File: src/rtl/gcd_pkg.sv
//------------------------------------------------------------------------------
// Module  : gcd_pkg
// Brief   : Shared state encoding, branch-select encoding and default widths
//           for the iterative GCD engine.
// Rev     : 1.0  initial release
//------------------------------------------------------------------------------
`default_nettype none

package gcd_pkg;

    localparam int c_w_default  = 16;
    localparam int c_cw_default = 17;

    typedef enum logic [1:0] {
        IDLE = 2'd0,
        CALC = 2'd1,
        DONE = 2'd2
    } state_t;

    typedef enum logic [1:0] {
        SEL_LOAD = 2'd0,
        SEL_SWAP = 2'd1,
        SEL_SUB  = 2'd2,
        SEL_HOLD = 2'd3
    } sel_t;

endpackage : gcd_pkg

`default_nettype wire

File: src/rtl/gcd_unit_iter_datapath.sv
//------------------------------------------------------------------------------
// Module  : gcd_unit_iter_datapath
// Brief   : A/B operand registers, swap/subtract muxing, result register and
//           status flags. Optional saturating step counter (GCD_ITER_COUNT_EN).
// Rev     : 1.0  initial release
//------------------------------------------------------------------------------
`default_nettype none

module gcd_unit_iter_datapath
    import gcd_pkg::*;
#(
    parameter int W  = c_w_default
`ifdef GCD_ITER_COUNT_EN
   ,parameter int CW = c_cw_default
`endif
) (
    input  logic          clk,
    input  logic          rst,
    input  sel_t          i_sel,
    input  logic          i_latch_result,
    input  logic [W-1:0]  i_a,
    input  logic [W-1:0]  i_b,
    output logic          o_a_lt_b,
    output logic          o_b_zero,
    output logic [W-1:0]  o_result
`ifdef GCD_ITER_COUNT_EN
   ,output logic [CW-1:0] o_iter
`endif
);

    logic [W-1:0] r_a;
    logic [W-1:0] r_b;
    logic [W-1:0] r_result;

    assign o_a_lt_b = (r_a < r_b);
    assign o_b_zero = (r_b == '0);
    assign o_result = r_result;

    // Operand inputs reach the registers only through SEL_LOAD.
    always_ff @(posedge clk) begin
        if (rst) begin
            r_a <= '0;
            r_b <= '0;
        end else begin
            case (i_sel)
                SEL_LOAD: begin
                    r_a <= i_a;
                    r_b <= i_b;
                end
                SEL_SWAP: begin
                    r_a <= r_b;
                    r_b <= r_a;
                end
                SEL_SUB:  r_a <= r_a - r_b;
                default:  ;
            endcase
        end
    end

    always_ff @(posedge clk) begin
        if (rst) begin
            r_result <= '0;
        end else if (i_latch_result) begin
            r_result <= r_a;
        end
    end

`ifdef GCD_ITER_COUNT_EN
    logic [CW-1:0] r_iter;
    logic [CW-1:0] r_iter_out;

    always_ff @(posedge clk) begin
        if (rst) begin
            r_iter <= '0;
        end else if (i_sel == SEL_LOAD) begin
            r_iter <= '0;
        end else if ((i_sel == SEL_SWAP || i_sel == SEL_SUB) && (r_iter != '1)) begin
            r_iter <= r_iter + CW'(1);
        end
    end

    always_ff @(posedge clk) begin
        if (rst) begin
            r_iter_out <= '0;
        end else if (i_latch_result) begin
            r_iter_out <= r_iter;
        end
    end

    assign o_iter = r_iter_out;
`endif

endmodule : gcd_unit_iter_datapath

`default_nettype wire

File: src/rtl/gcd_unit_iter.sv
//------------------------------------------------------------------------------
// Module  : gcd_unit_iter
// Brief   : Multi-cycle subtractive-Euclid GCD with valid/ready handshakes.
//           Optional step-count output enabled by macro GCD_ITER_COUNT_EN.
// Rev     : 1.0  initial release
//------------------------------------------------------------------------------
`default_nettype none

module gcd_unit_iter
    import gcd_pkg::*;
#(
    parameter int W  = c_w_default,
    parameter int CW = c_cw_default
) (
    input  logic          clk,
    input  logic          reset,
    input  logic [W-1:0]  operands_bits_A,
    input  logic [W-1:0]  operands_bits_B,
    input  logic          operands_val,
    output logic          operands_rdy,
    output logic [W-1:0]  result_bits_data,
    output logic          result_val,
    input  logic          result_rdy
`ifdef GCD_ITER_COUNT_EN
   ,output logic [CW-1:0] result_bits_iter
`endif
);

    if (W < 2 || CW < 1) begin : g_param_check
        $error("gcd_unit_iter: W must be >= 2 and CW >= 1");
    end

    state_t r_state;
    state_t w_state_nxt;
    sel_t   w_sel;
    logic   w_latch_result;
    logic   w_a_lt_b;
    logic   w_b_zero;

    always_ff @(posedge clk) begin
        if (reset) begin
            r_state <= IDLE;
        end else begin
            r_state <= w_state_nxt;
        end
    end

    always_comb begin
        w_state_nxt    = r_state;
        w_sel          = SEL_HOLD;
        w_latch_result = 1'b0;
        case (r_state)
            IDLE: begin
                if (operands_val) begin
                    w_sel       = SEL_LOAD;
                    w_state_nxt = CALC;
                end
            end
            CALC: begin
                if (w_a_lt_b) begin
                    w_sel = SEL_SWAP;
                end else if (!w_b_zero) begin
                    w_sel = SEL_SUB;
                end else begin
                    w_latch_result = 1'b1;
                    w_state_nxt    = DONE;
                end
            end
            DONE: begin
                if (result_rdy) begin
                    w_state_nxt = IDLE;
                end
            end
            default: w_state_nxt = IDLE;
        endcase
    end

    // Handshake outputs decode registered state only.
    assign operands_rdy = (r_state == IDLE);
    assign result_val   = (r_state == DONE);

    gcd_unit_iter_datapath #(
        .W  (W)
`ifdef GCD_ITER_COUNT_EN
       ,.CW (CW)
`endif
    ) u_datapath (
        .clk            (clk),
        .rst            (reset),
        .i_sel          (w_sel),
        .i_latch_result (w_latch_result),
        .i_a            (operands_bits_A),
        .i_b            (operands_bits_B),
        .o_a_lt_b       (w_a_lt_b),
        .o_b_zero       (w_b_zero),
        .o_result       (result_bits_data)
`ifdef GCD_ITER_COUNT_EN
       ,.o_iter         (result_bits_iter)
`endif
    );

endmodule : gcd_unit_iter

`default_nettype wire

File: config.mk
export PLATFORM = sky130hd
export DESIGN_NAME = gcd_unit_iter
export DESIGN_NICKNAME = d
export VERILOG_FILES = /design/src/rtl/gcd_pkg.sv /design/src/rtl/gcd_unit_iter_datapath.sv /design/src/rtl/gcd_unit_iter.sv
export SDC_FILE = /design/constraint.sdc
export NUM_CORES = 1
export LEC_CHECK = 0
export ABC_AREA = 1
export CAP_MARGIN = 10
export CELL_PAD_IN_SITES_DETAIL_PLACEMENT = 0
export CELL_PAD_IN_SITES_GLOBAL_PLACEMENT = 2
export CORE_MARGIN = 5
export CORE_UTILIZATION = 33
export CTS_BUF_LIST = sky130_fd_sc_hd__clkbuf_4 sky130_fd_sc_hd__clkbuf_8
export DETAILED_ROUTE_END_ITERATION = 8
export GPL_TIMING_DRIVEN = 0
export PLACE_DENSITY = 0.88
export SETUP_SLACK_MARGIN = 0.2
export SLEW_MARGIN = 0
export SYNTH_ARGS = -nofsm -noshare
export SYNTH_HDL_FRONTEND = slang
export SYNTH_SLANG_ARGS = --single-unit
File: constraint.sdc
create_clock -name clk -period 4.8 [get_ports clk]
set_input_delay 1.44 -clock clk [delete_from_list [all_inputs] [get_ports clk]]
set_output_delay 1.44 -clock clk [all_outputs]
set_load 0.03 [all_outputs]
==> reports/summary.txt <==
synthesized area: 3470 sq um
grt ovf: 0
CTS Hold Bufs: 0
Syn. warnings: 0
Final period util: 74.6%
DRT antenna net count: 0
Setup crit end kind: register
sw frac: 55.8%
initial antenna violation count: 0
final std cells w/o fill: 702
largest net degree at the start of global routing: 16
worst slew pin tran: 0.734 ns
final clock skew: 0.0118 ns
Mean Syn Cell Area: 6.85 sq um
Post-CTS Setup Inserts: 0
RSZ-0062 raised after global routing: false
r2r setup slk: 1.22 ns
deepest clock path buffer count: 2
CTS clk-pin slew, worst paths: 0.10 ns
syn_nets: 564
number of global-route vias before repair: 3317
RePlAce Congestion: 0.831
HP Start: u_datapath.o_result[6]$_SDFFE_PP0P_
pwr dens: 742 nW/um^2
Worst slew margin: 51.1%
final WL: 11200 um
r2r startpoint: u_datapath.r_b[0]$_SDFFE_PP0P_
hold worst-path end: u_datapath.o_result[6]$_SDFFE_PP0P_
sequential area share after synthesis: 28.8%
dpl cells: 695
CTS HTree Levels: 2
post-synth top area share: 28.8%
f_max: 279 MHz
Area growth, synth to finish: 22.3%
status: completed
DR vias/cell: 4.92
TritonCTS clock tree: done
Yosys reg bits: 50
CORE AREA: 10300 sq um
Critical Path AT: 3.82 ns
# diodes: 0
via count: 3456
number of fill cells: 1135
Ports: 54
max-slew violations: 0
maximum VDD drop: 222 uV
r2r worst-path depth: 19
post-detail-place hpwl: 8970 um
worst skew pair latency: 0.31 ns
drt initial violations: 230
Die Width: 113 um
CP Launch Type: register
Syn Inst Count: 507
sw power: 1.76 mW
DRC violations left: 0
Worst EP required: 5.04 ns
share of cells above drive strength 1: 12.0%
Starting Density: 33.8%
Pleak: 1.81 nW
Synth cell types: 36
WS Path Type: reg -> reg
Hold Violations, Final: 0
power share of the combinational group: 70.7%
worst flop-to-flop path endpoint: u_datapath.r_a[7]$_SDFFE_PP0P_
final setup TNS: 0 ns
GRT Util Overall: 17.5%
first-pass GRT wire length: 17700 um
Internal: 1.39 mW
clock group share of total power: 7.8%
CTS root buf: clkbuf_8
MaxCap Viol Count: 0
Area contributors post-synth: dfxtp_1, nand2_1, a21oi_1, inv_1, ha_1
DR pass1 iterations: 6
total CTS buffers: 5
power share of the sequential group: 21.5%
Design Power: 3.15 mW
clock sinks: 50
CP Max Fanout: 10
drt wl/cell: 15.9 um
WHS Path Cells: 2
final critical-path required period: 3.58 ns
row count: 37
die footprint: 12700 sq um
nets: 623
post_cts resized: 0
min-delay worst type: reg -> reg
Synth area leader: dfxtp_1
Port Buffers: 52
Final Setup Violations: 0
Die Ht: 113 um
## metal layers
metal	part of all wire (%)	track usage [%]
met5	0	0
met3	4.6	2.10
met4	1.5	3.21
met1	50	25.8
met2	44	27.6
## through the flow
stage	util [%]	hold WS (ns)	worst slack, ns	instance area (sq um)
final	41.3	0.469	1.22	4250
after global routing	41.3	0.480	0.901	4250
after CTS	41.3	0.472	1.21	4250
after detailed placement	40.5	0.455	0.983	4170
after global placement	40.5	0.453	1.01	4170
after floorplan	-	0.483	1.87	3470
## cell type report
class	count	area, sq um	share of cell area [%]
Inverter	71	267	6.27
Timing Repair Buffer	52	520	12.2
Clock inverter	2	15.0	0.353
Sequential cell	50	1000	23.6
Buffer	23	124	2.92
Tap cell	136	170	4.00
Clock buffer	5	68.8	1.62
Multi-Input combinational cell	363	2080	49.0
## worst max path at each step
stage	start	end	slack [ns]
after floorplan	operands_val	u_datapath.r_b[10]$_SDFFE_PP0P_	1.87
after global placement	operands_val	u_datapath.r_a[7]$_SDFFE_PP0P_	1.01
after detailed placement	operands_val	u_datapath.r_a[7]$_SDFFE_PP0P_	0.98
after CTS	u_datapath.r_b[0]$_SDFFE_PP0P_	u_datapath.r_a[7]$_SDFFE_PP0P_	1.21
after global routing	u_datapath.r_b[0]$_SDFFE_PP0P_	u_datapath.r_a[7]$_SDFFE_PP0P_	0.90
final	u_datapath.r_b[0]$_SDFFE_PP0P_	u_datapath.r_a[7]$_SDFFE_PP0P_	1.22
## power by group through the flow
stage / registers [mW] / clock network [mW] / logic (mW)
after detailed placement: 0.685 / 0 / 2.22
after CTS: 0.675 / 0.253 / 2.24
final: 0.677 / 0.247 / 2.23
after global placement: 0.683 / 0 / 2.20
after floorplan: 0.617 / 0 / 1.68
after global routing: 0.688 / 0.270 / 2.54
## synthesized netlist by cell type (all sizes together)
library cell	count
and2	1
ha	20
or2	10
nor3	4
inv	71
nor4	4
buf	7
o21ai	30
a31oi	2
nand2	128
o211ai	1
clkbuf	16
nand3b	3
a21oi	70
xnor2	2
o221ai	17
o31ai	1
fa	1
dfxtp	50
nand4	2
nand3	34
nor2	33
## layout by cell type (no fill, tap or decap), drive strengths merged
| master | count |
|---|---|
| nand4 | 2 |
| inv | 71 |
| fa | 1 |
| nor2 | 33 |
| ha | 20 |
| o31ai | 1 |
| nor4 | 4 |
| nand3 | 34 |
| or2 | 10 |
| nand3b | 3 |
| xnor2 | 2 |
| a21oi | 70 |
| clkdlybuf4s50 | 52 |
| o221ai | 17 |
| clkinvlp | 2 |
| a31oi | 2 |
| and2 | 1 |
| dfxtp | 50 |
| o211ai | 1 |
| o21ai | 30 |
| clkbuf | 21 |
| nor3 | 4 |
| nand2 | 128 |
| buf | 7 |
## critical path, stage by stage (launching register included)
cell and delay (ns):
dfxtp_1 0.41, ha_1 0.18, inv_1 0.08, fa_1 0.40
nand2_1 0.10, nand2_1 0.08, and2_4 0.16, nand2_4 0.06
nand2_4 0.06, nand3_4 0.08, nand3_1 0.10, nand2_1 0.12
inv_1 0.09, ha_1 0.44, inv_1 0.21, clkbuf_1 0.53
a21oi_1 0.09, nand2_1 0.09, o21ai_0 0.08, a21oi_1 0.14
## state kept, by name, indices dropped and copies added, names as in the netlist
register,cells
u_datapath.r_b,16
u_datapath.r_a,16
r_state,2
u_datapath.o_result,16
## logic make-up (layout without fill, tap and decap cells)
kind of cell             Yosys count  after routing  share of synthesized area [%]
AO/OA/AOI/OAI                    121            121                           20.7
XOR/XNOR                           2              2                          0.504
buffers and inverters             94            153                           11.2
flip-flops                        50             50                           28.8
AND/OR/NAND/NOR                  219            219                           31.0
adder cells (fa/ha/maj)           21             21                           7.78
No activity file was read; power rests on OpenSTA's default activity.
